`src/rtl/mux_rr_reg.sv`:
```
// Registered N-channel mux with valid/ready handshakes: fixed-select (mode 0) or
// round-robin over valid channels (mode 1), feeding a single output register.
module mux_rr_reg #(
  parameter int N_CH  = 3,
  parameter int W     = 8,
  parameter int SEL_W = 2
) (
  input  logic                clk,
  input  logic                rst_n,
  input  logic [N_CH*W-1:0]   in_data,
  input  logic [N_CH-1:0]     in_valid,
  output logic [N_CH-1:0]     in_ready,
  input  logic                mode,
  input  logic [SEL_W-1:0]    sel,
  output logic [W-1:0]        out_data,
  output logic                out_valid,
  output logic [SEL_W-1:0]    out_ch,
  input  logic                out_ready
);

  localparam logic [SEL_W-1:0] LAST_CH = SEL_W'(N_CH - 1);
  // One extra bit so the range check still works when 2**SEL_W == N_CH.
  localparam logic [SEL_W:0]   NCH_EXT = (SEL_W + 1)'(N_CH);
  localparam int unsigned      NCH_U   = N_CH;

  logic [SEL_W-1:0] ptr;
  logic             load_en;
  logic [SEL_W-1:0] fix_ch;
  logic [SEL_W-1:0] rr_ch;
  logic             rr_found;
  logic [SEL_W-1:0] ch;
  logic             grant_vld;
  logic             ch_valid;
  logic [W-1:0]     ch_data;
  logic             xfer;

  assign load_en = !out_valid || out_ready;

  assign fix_ch = ({1'b0, sel} < NCH_EXT) ? sel : LAST_CH;

  // Scan ptr, ptr+1, ... wrapping at N_CH; the first valid channel wins.
  always_comb begin
    rr_found = 1'b0;
    rr_ch    = '0;
    for (int unsigned i = 0; i < NCH_U; i++) begin
      int unsigned idx;
      idx = 32'(ptr) + i;
      if (idx >= NCH_U) idx = idx - NCH_U;
      for (int unsigned k = 0; k < NCH_U; k++) begin
        if (!rr_found && (k == idx) && in_valid[k]) begin
          rr_found = 1'b1;
          rr_ch    = SEL_W'(k);
        end
      end
    end
  end

  assign ch        = mode ? rr_ch : fix_ch;
  assign grant_vld = mode ? rr_found : 1'b1;

  always_comb begin
    ch_valid = 1'b0;
    ch_data  = '0;
    in_ready = '0;
    for (int unsigned k = 0; k < NCH_U; k++) begin
      if (ch == SEL_W'(k)) begin
        ch_valid    = in_valid[k];
        ch_data     = in_data[k*W +: W];
        in_ready[k] = grant_vld && load_en;
      end
    end
  end

  assign xfer = grant_vld && load_en && ch_valid;

  always_ff @(posedge clk or negedge rst_n) begin
    if (!rst_n) begin
      out_valid <= 1'b0;
      out_data  <= '0;
      out_ch    <= '0;
      ptr       <= '0;
    end else begin
      if (xfer) begin
        out_data  <= ch_data;
        out_ch    <= ch;
        out_valid <= 1'b1;
        if (mode) ptr <= (ch == LAST_CH) ? '0 : ch + SEL_W'(1);
      end else if (out_ready) begin
        out_valid <= 1'b0;
      end
    end
  end

endmodule

```
`config.mk`:
```
export PLATFORM = sky130hd
export DESIGN_NAME = mux_rr_reg
export DESIGN_NICKNAME = d
export VERILOG_FILES = /design/src/rtl/mux_rr_reg.sv
export SDC_FILE = /design/constraint.sdc
export NUM_CORES = 1
export LEC_CHECK = 0
export ABC_CLOCK_PERIOD_IN_PS = 2400
export CAP_MARGIN = 20
export CORE_ASPECT_RATIO = 0.6
export CORE_MARGIN = 10
export CORE_UTILIZATION = 38
export CTS_BUF_LIST = sky130_fd_sc_hd__clkbuf_16
export DETAILED_ROUTE_END_ITERATION = 10
export GPL_ROUTABILITY_DRIVEN = 0
export GPL_TIMING_DRIVEN = 1
export PLACE_DENSITY_LB_ADDON = 0.15
export SETUP_SLACK_MARGIN = 0.1
export SLEW_MARGIN = 20
export SYNTH_ARGS = -nofsm -noshare
export SYNTH_HDL_FRONTEND = slang
export SYNTH_SLANG_ARGS = --single-unit
```
`constraint.sdc`:
```
create_clock -name clk -period 2.4 [get_ports clk]
set_input_delay 0.48 -clock clk [delete_from_list [all_inputs] [get_ports clk]]
set_output_delay 0.48 -clock clk [all_outputs]
set_load 0.005 [all_outputs]
```
Word-level counts from Yosys, hierarchy flattened
Cells that the tools add are included.
{ "op_classes": {"muxes": 35, "n_reduce_logical": 35, "add_sub_neg": 6, "div_mod_pow": 0, "n_shift": 0, "mul": 0, "bitwise": 0, "n_eq_ne": 8, "magnitude_cmp": 4} }
{ "op_table": {"columns": ["operator", "n"], "rows": [
  ["equality test 1 x 32 -> 1 bit, first input constant", 3],
  ["equality test 2 x 32 -> 1 bit, first input constant", 3],
  ["zero test 32 bit", 3],
  ["two-way mux 32 bit", 3],
  ["two-way mux 8 bit", 3],
  ["two-way mux 2 bit", 10],
  ["logical AND 1 bit", 19],
  ["two-way mux 1 bit", 19],
  ["zero test 1 bit", 9],
  ["subtractor 3 x 2 -> 4 bit, second input constant", 2],
  [">= comparator 3 x 2 -> 1 bit, second input constant", 2],
  ["adder 2 x 1 -> 3 bit, second input constant", 1],
  ["adder 2 x 2 -> 3 bit, second input constant", 1],
  ["subtractor 2 x 2 -> 3 bit, second input constant", 1],
  ["adder 2 x 1 -> 2 bit, second input constant", 1],
  ["equality test 2 x 1 -> 1 bit, second input constant", 1],
  ["equality test 2 bit, second input constant", 1],
  [">= comparator 2 bit, second input constant", 1],
  ["zero test 2 bit", 1],
  ["less-than comparator 2 bit, second input constant", 1],
  ["AND reduction 2 bit", 1],
  ["nonzero test 2 bit", 1],
  ["logical OR 1 bit", 1]
]} }
{ "totals": {"memories": 0, "latchBits": 0, "mem_bits_ro": 0, "ff_bits": 13, "in_bits": 33, "ramBits": 0} }

Depth between registers and ports, before layout
{ "logic_depth": {"word_depth": 44, "depth_mapped": 9} }

Worst setup path after synthesis
OpenSTA, ideal clock, no wires.
{ "synth_timing": {"kind": "reg-to-output", "startpoint": "reg ptr[0]", "endpoint": "out in_ready[0]", "arrival_time_ps": 1536, "setup_slack_ps": 384, "required_ps": 1920, "path_stages_with_launch": 8, "cell_sequence": "dfrtp_1 inv_1 ha_1 o21ba_1 o2111ai_2 nand2_1 buf_2 nor3_1"} }
{ "synth_via": {"elab_chain_len": 40} }
{ "synth_rtl": {"columns": ["element", "line", "rtl"], "rows": [
  ["start, declared", "26", "logic [SEL_W-1:0] ptr;"],
  ["start signal, assigned", "87", "if (mode) ptr <= (ch == LAST_CH) ? '0 : ch + SEL_W'(1);"],
  ["subtractor 2 x 2 -> 3 bit or >= comparator 2 bit (tied branches)", "48", "if (idx >= NCH_U) idx = idx - NCH_U;"],
  ["two-way mux 32 bit", "48", null],
  ["zero test 32 bit", "50", "if (!rr_found && (k == idx) && in_valid[k]) begin"],
  ["logical AND 1 bit", "50", null],
  ["two-way mux 1 bit", "50", null],
  ["zero test 1 bit", "50", null],
  ["logical AND 1 bit (2 in a row)", "50", null],
  ["two-way mux 1 bit", "50", null],
  ["[... 21 more ...]", null, null],
  ["logical AND 1 bit (2 in a row)", "50", null],
  ["two-way mux 1 bit", "50", null],
  ["zero test 1 bit", "50", null],
  ["logical AND 1 bit (2 in a row)", "50", null],
  ["two-way mux 2 bit or two-way mux 1 bit (tied branches)", "50", null],
  ["two-way mux 2 bit or two-way mux 1 bit (tied branches)", "58, 59", null],
  ["zero test 2 bit or logical AND 1 bit (tied branches)", "66, 69", null],
  ["two-way mux 1 bit (*)", "66", "if (ch == SEL_W'(k)) begin"],
  ["end, declared", "12", "output logic [N_CH-1:0] in_ready,"]
]} }
Mark *: on every way between the ends. The rest lies on a longest branch, timed or not.

Worst setup path in the final report
Same ends and word-level chain as after synthesis.

==> reports/qor.yml <==
worst_setup_path:
  r2r_slack_ns: 0.17
  startpoint_type: "register"
  reg2reg_to: "out_data[5]"
  r2r_start: "ptr[0]"
  path_class: "reg2out"
  worstPathCellList: "buf_4 > ha_4 > and4bb_1 > nand3_1 > o221ai_2 > buf_4 > nor3_2 > buf_2"
  critPathArrivalTime_ns: 1.83
  crit_path_frequent_cell: "buf_4"
  cp_slowest_cell: "dfrtp_1"
  path_max_fanout: 4
  worstPathRequired_ns: 1.92
  ff2ff_path_depth: 11
  worst_setup_path_end_kind: "primary output"
  critical_path.max_stage_delay_ns: 0.39
hold_path:
  worstHoldStart: "out_ch[0]"
  hold_class: "reg2reg"
  hold_depth: 1
  min_to: "out_ch[0]"
timing:
  finalSetupViolations: 0
  period_needed_ns: 2.31
  max_slew_margin_pct: 58.3
  fin_ws_ns: 0.0863
  rsz0062_at_grt: "yes"
  clock_skew_ns: 0.000687
  final_hold_viol_count: 0
  min_period_over_period_pct: 96.4
  worst_pin_slew_ns: 0.624
  max_freq_mhz: 432
  slew_viol_final: 0
die:
  initial_core_util_pct: 39.5
  dieArea_um2: 4560
  die_x_um: 80.7
  pin_count: 47
  chipHeight_um: 56.4
  coreArea_um2: 2130
  num_rows: 13
power_and_ir_drop:
  p_clk_share_pct: 18.2
  combPwrFrac_pct: 59.4
  pwr_density_cell_nw_per_um2: 1080
  switching_power_mw: 0.600
  peakVddDrop_mv: 0.486
  swShare_pct: 34.0
  p_seq_share_pct: 22.5
  leakage_nw: 0.762
  internal-power_mw: 1.16
logic_synthesis:
  yosysUniqueCellTypes: 23
  synthArstFlopShare_pct: 100
  syn_area_per_cell_um2: 9.34
  yosysSeqAreaShare_pct: 38.7
  yosysWarnings: 0
  ys.flop_type: "dfrtp_1"
  synth-edff-count: 0
  syn_area_um2: 841
  yosys-top-cells-count: "dfrtp_1, inv_1, a22o_1"
  synth-seq-cells: 13
  syn_inst: 90
  synth_top_area_cell: "dfrtp_1"
  ys_top_cells_by_area: "dfrtp_1, a22o_1, mux2i_1"
  synth.net_count: 125
  synth_top_area_share_pct: 38.7
clock_network:
  clock-sinks: 13
  cts_buffer_depth: 2
  cts.hold.buffers_added: 0
  clk_latency_ns: 0.24
  path_clk_slew_ns: 0.05
  tritoncts: "yes"
  h-tree-depth: 1
  cts_made_buffers: 3
  cts-root-buf: "clkbuf_16"
final_layout:
  area_delta_synth_final_pct: 94.2
  drive_gt1_share_pct: 28.0
  fill_cells: 127
  seqCellArea_um2: 327
  antenna_cells: 0
  final_core_util_pct: 76.6
  fin_nets: 193
  multi_input_area_um2: 517
grt:
  grt_pass1_wl_mm: 4.59
  antenna_found_initial: 0
  met1_usage_pct: 13.7
  gr-total-overflow: 0
  grt_use_met2_pct: 20.7
  grt_pass1_vias: 994
  grt.met3_usage_pct: 6.83
  globalRouteTotalUtil_pct: 12.4
  grt_max_degree: 14
  grt_busiest_layer: "met2"
route:
  wl_per_cell_um: 16.3
  vias: 954
  vias_per_cell: 5.10
  wl_mm: 3.05
  antenna_left: 0
  drc: 0
  drtPass1Iterations: 4
  dr.first_iter.drc_count: 65
placement:
  place_worst_setup_slack_ns: -0.359
  numPortBuffers: 46
  place_hpwl_mm: 2.19
status:
  run_status: "finished clean"
run:
  maxCapViolations: 0
## worst max path at each step
stage	startpoint	end	cells after the start
finish	ptr[0]	in_ready[0]	8
CTS	ptr[1]	in_ready[0]	8
detailed placement	in_valid[0]	in_ready[0]	6
global placement	in_valid[0]	in_ready[0]	6
global route	ptr[0]	in_ready[0]	8
floorplan	ptr[0]	in_ready[0]	7
## registers in the layout, summed over array words and instances (netlist names)
register,count
ptr,2
out_valid,1
out_data,8
out_ch,2
## cell families (layout without fill, tap and decap cells)
family,after synthesis,count (layout),share of synthesized area [%]
flip-flops,13,13,38.7
adder cells (fa/ha/maj),2,2,2.98
AO/OA/AOI/OAI,28,28,25.0
AND/OR/NAND/NOR,20,20,12.2
buffers and inverters,17,84,8.93
multiplexers,10,10,12.2
## routing by layer
| layer | part of all wire (%) | vias to the layer above |
|---|---|---|
| met5 | 0 | - |
| met4 | 0.56 | 0 |
| met3 | 11 | 2 |
| met2 | 46 | 47 |
| met1 | 42 | 446 |
| li1 | - | 459 |
## area by class of cell
| cell class | count | share of cell area, % |
|---|---|---|
| Clock inverter | 1 | 0.307 |
| Multi-Input combinational cell | 60 | 31.6 |
| Tap cell | 30 | 2.30 |
| Sequential cell | 13 | 20.0 |
| Timing Repair Buffer | 67 | 38.2 |
| Inverter | 13 | 2.99 |
| Clock buffer | 3 | 4.60 |
## power by group through the flow
stage                     registers (mW)  logic (mW)  clock network, mW
after global routing               0.409        1.13              0.335
after global placement             0.388       0.836                  0
final                              0.396        1.05              0.320
after detailed placement           0.393       0.854                  0
after CTS                          0.396       0.913              0.320
after floorplan                    0.398       0.410                  0
## critical path: cells and delay by family (launching register included)
family | cells | cell delay (ns)
and+or+nand+nor | 3 | 0.48
buffers and inverters | 3 | 0.44
DFF | 1 | 0.39
adders and majority gates | 1 | 0.18
AOI/OAI and AO/OA | 1 | 0.10
## placed cells by master, fill, tap and decap left out, types with 2 or more instances in the layout
cell	instances
inv_2	2
a21oi_1	8
buf_6	3
nor2_1	2
a22o_1	10
inv_1	11
nand3_1	2
buf_4	18
clkbuf_16	3
dfrtp_1	12
clkdlybuf4s50_1	39
ha_4	2
dlygate4sd2_1	5
nand2_2	2
nor3_1	2
mux2i_1	8
mux2_2	2
nand2_1	7
## per-stage QoR
stage | std cells | TNS [ns] | power (mW) | cell area [µm²] | hold slack, ns
final | 187 | 0 | 1.76 | 1630 | 0.496
after global routing | 187 | 0 | 1.88 | 1630 | 0.527
after CTS | 182 | 0 | 1.63 | 1540 | 0.502
after detailed placement | 174 | -1.74 | 1.25 | 1400 | 0.492
after global placement | 174 | -1.21 | 1.22 | 1400 | 0.483
after floorplan | 90 | 0 | 0.808 | 841 | 0.184
## what timing repair did
action,4_1_cts,5_1_grt
gates cloned,0,0
setup buffers,4,6
setup endpoints to repair,3,14
pin swaps,6,10
resized for setup,17,16
(Power assumes the default switching activity.)
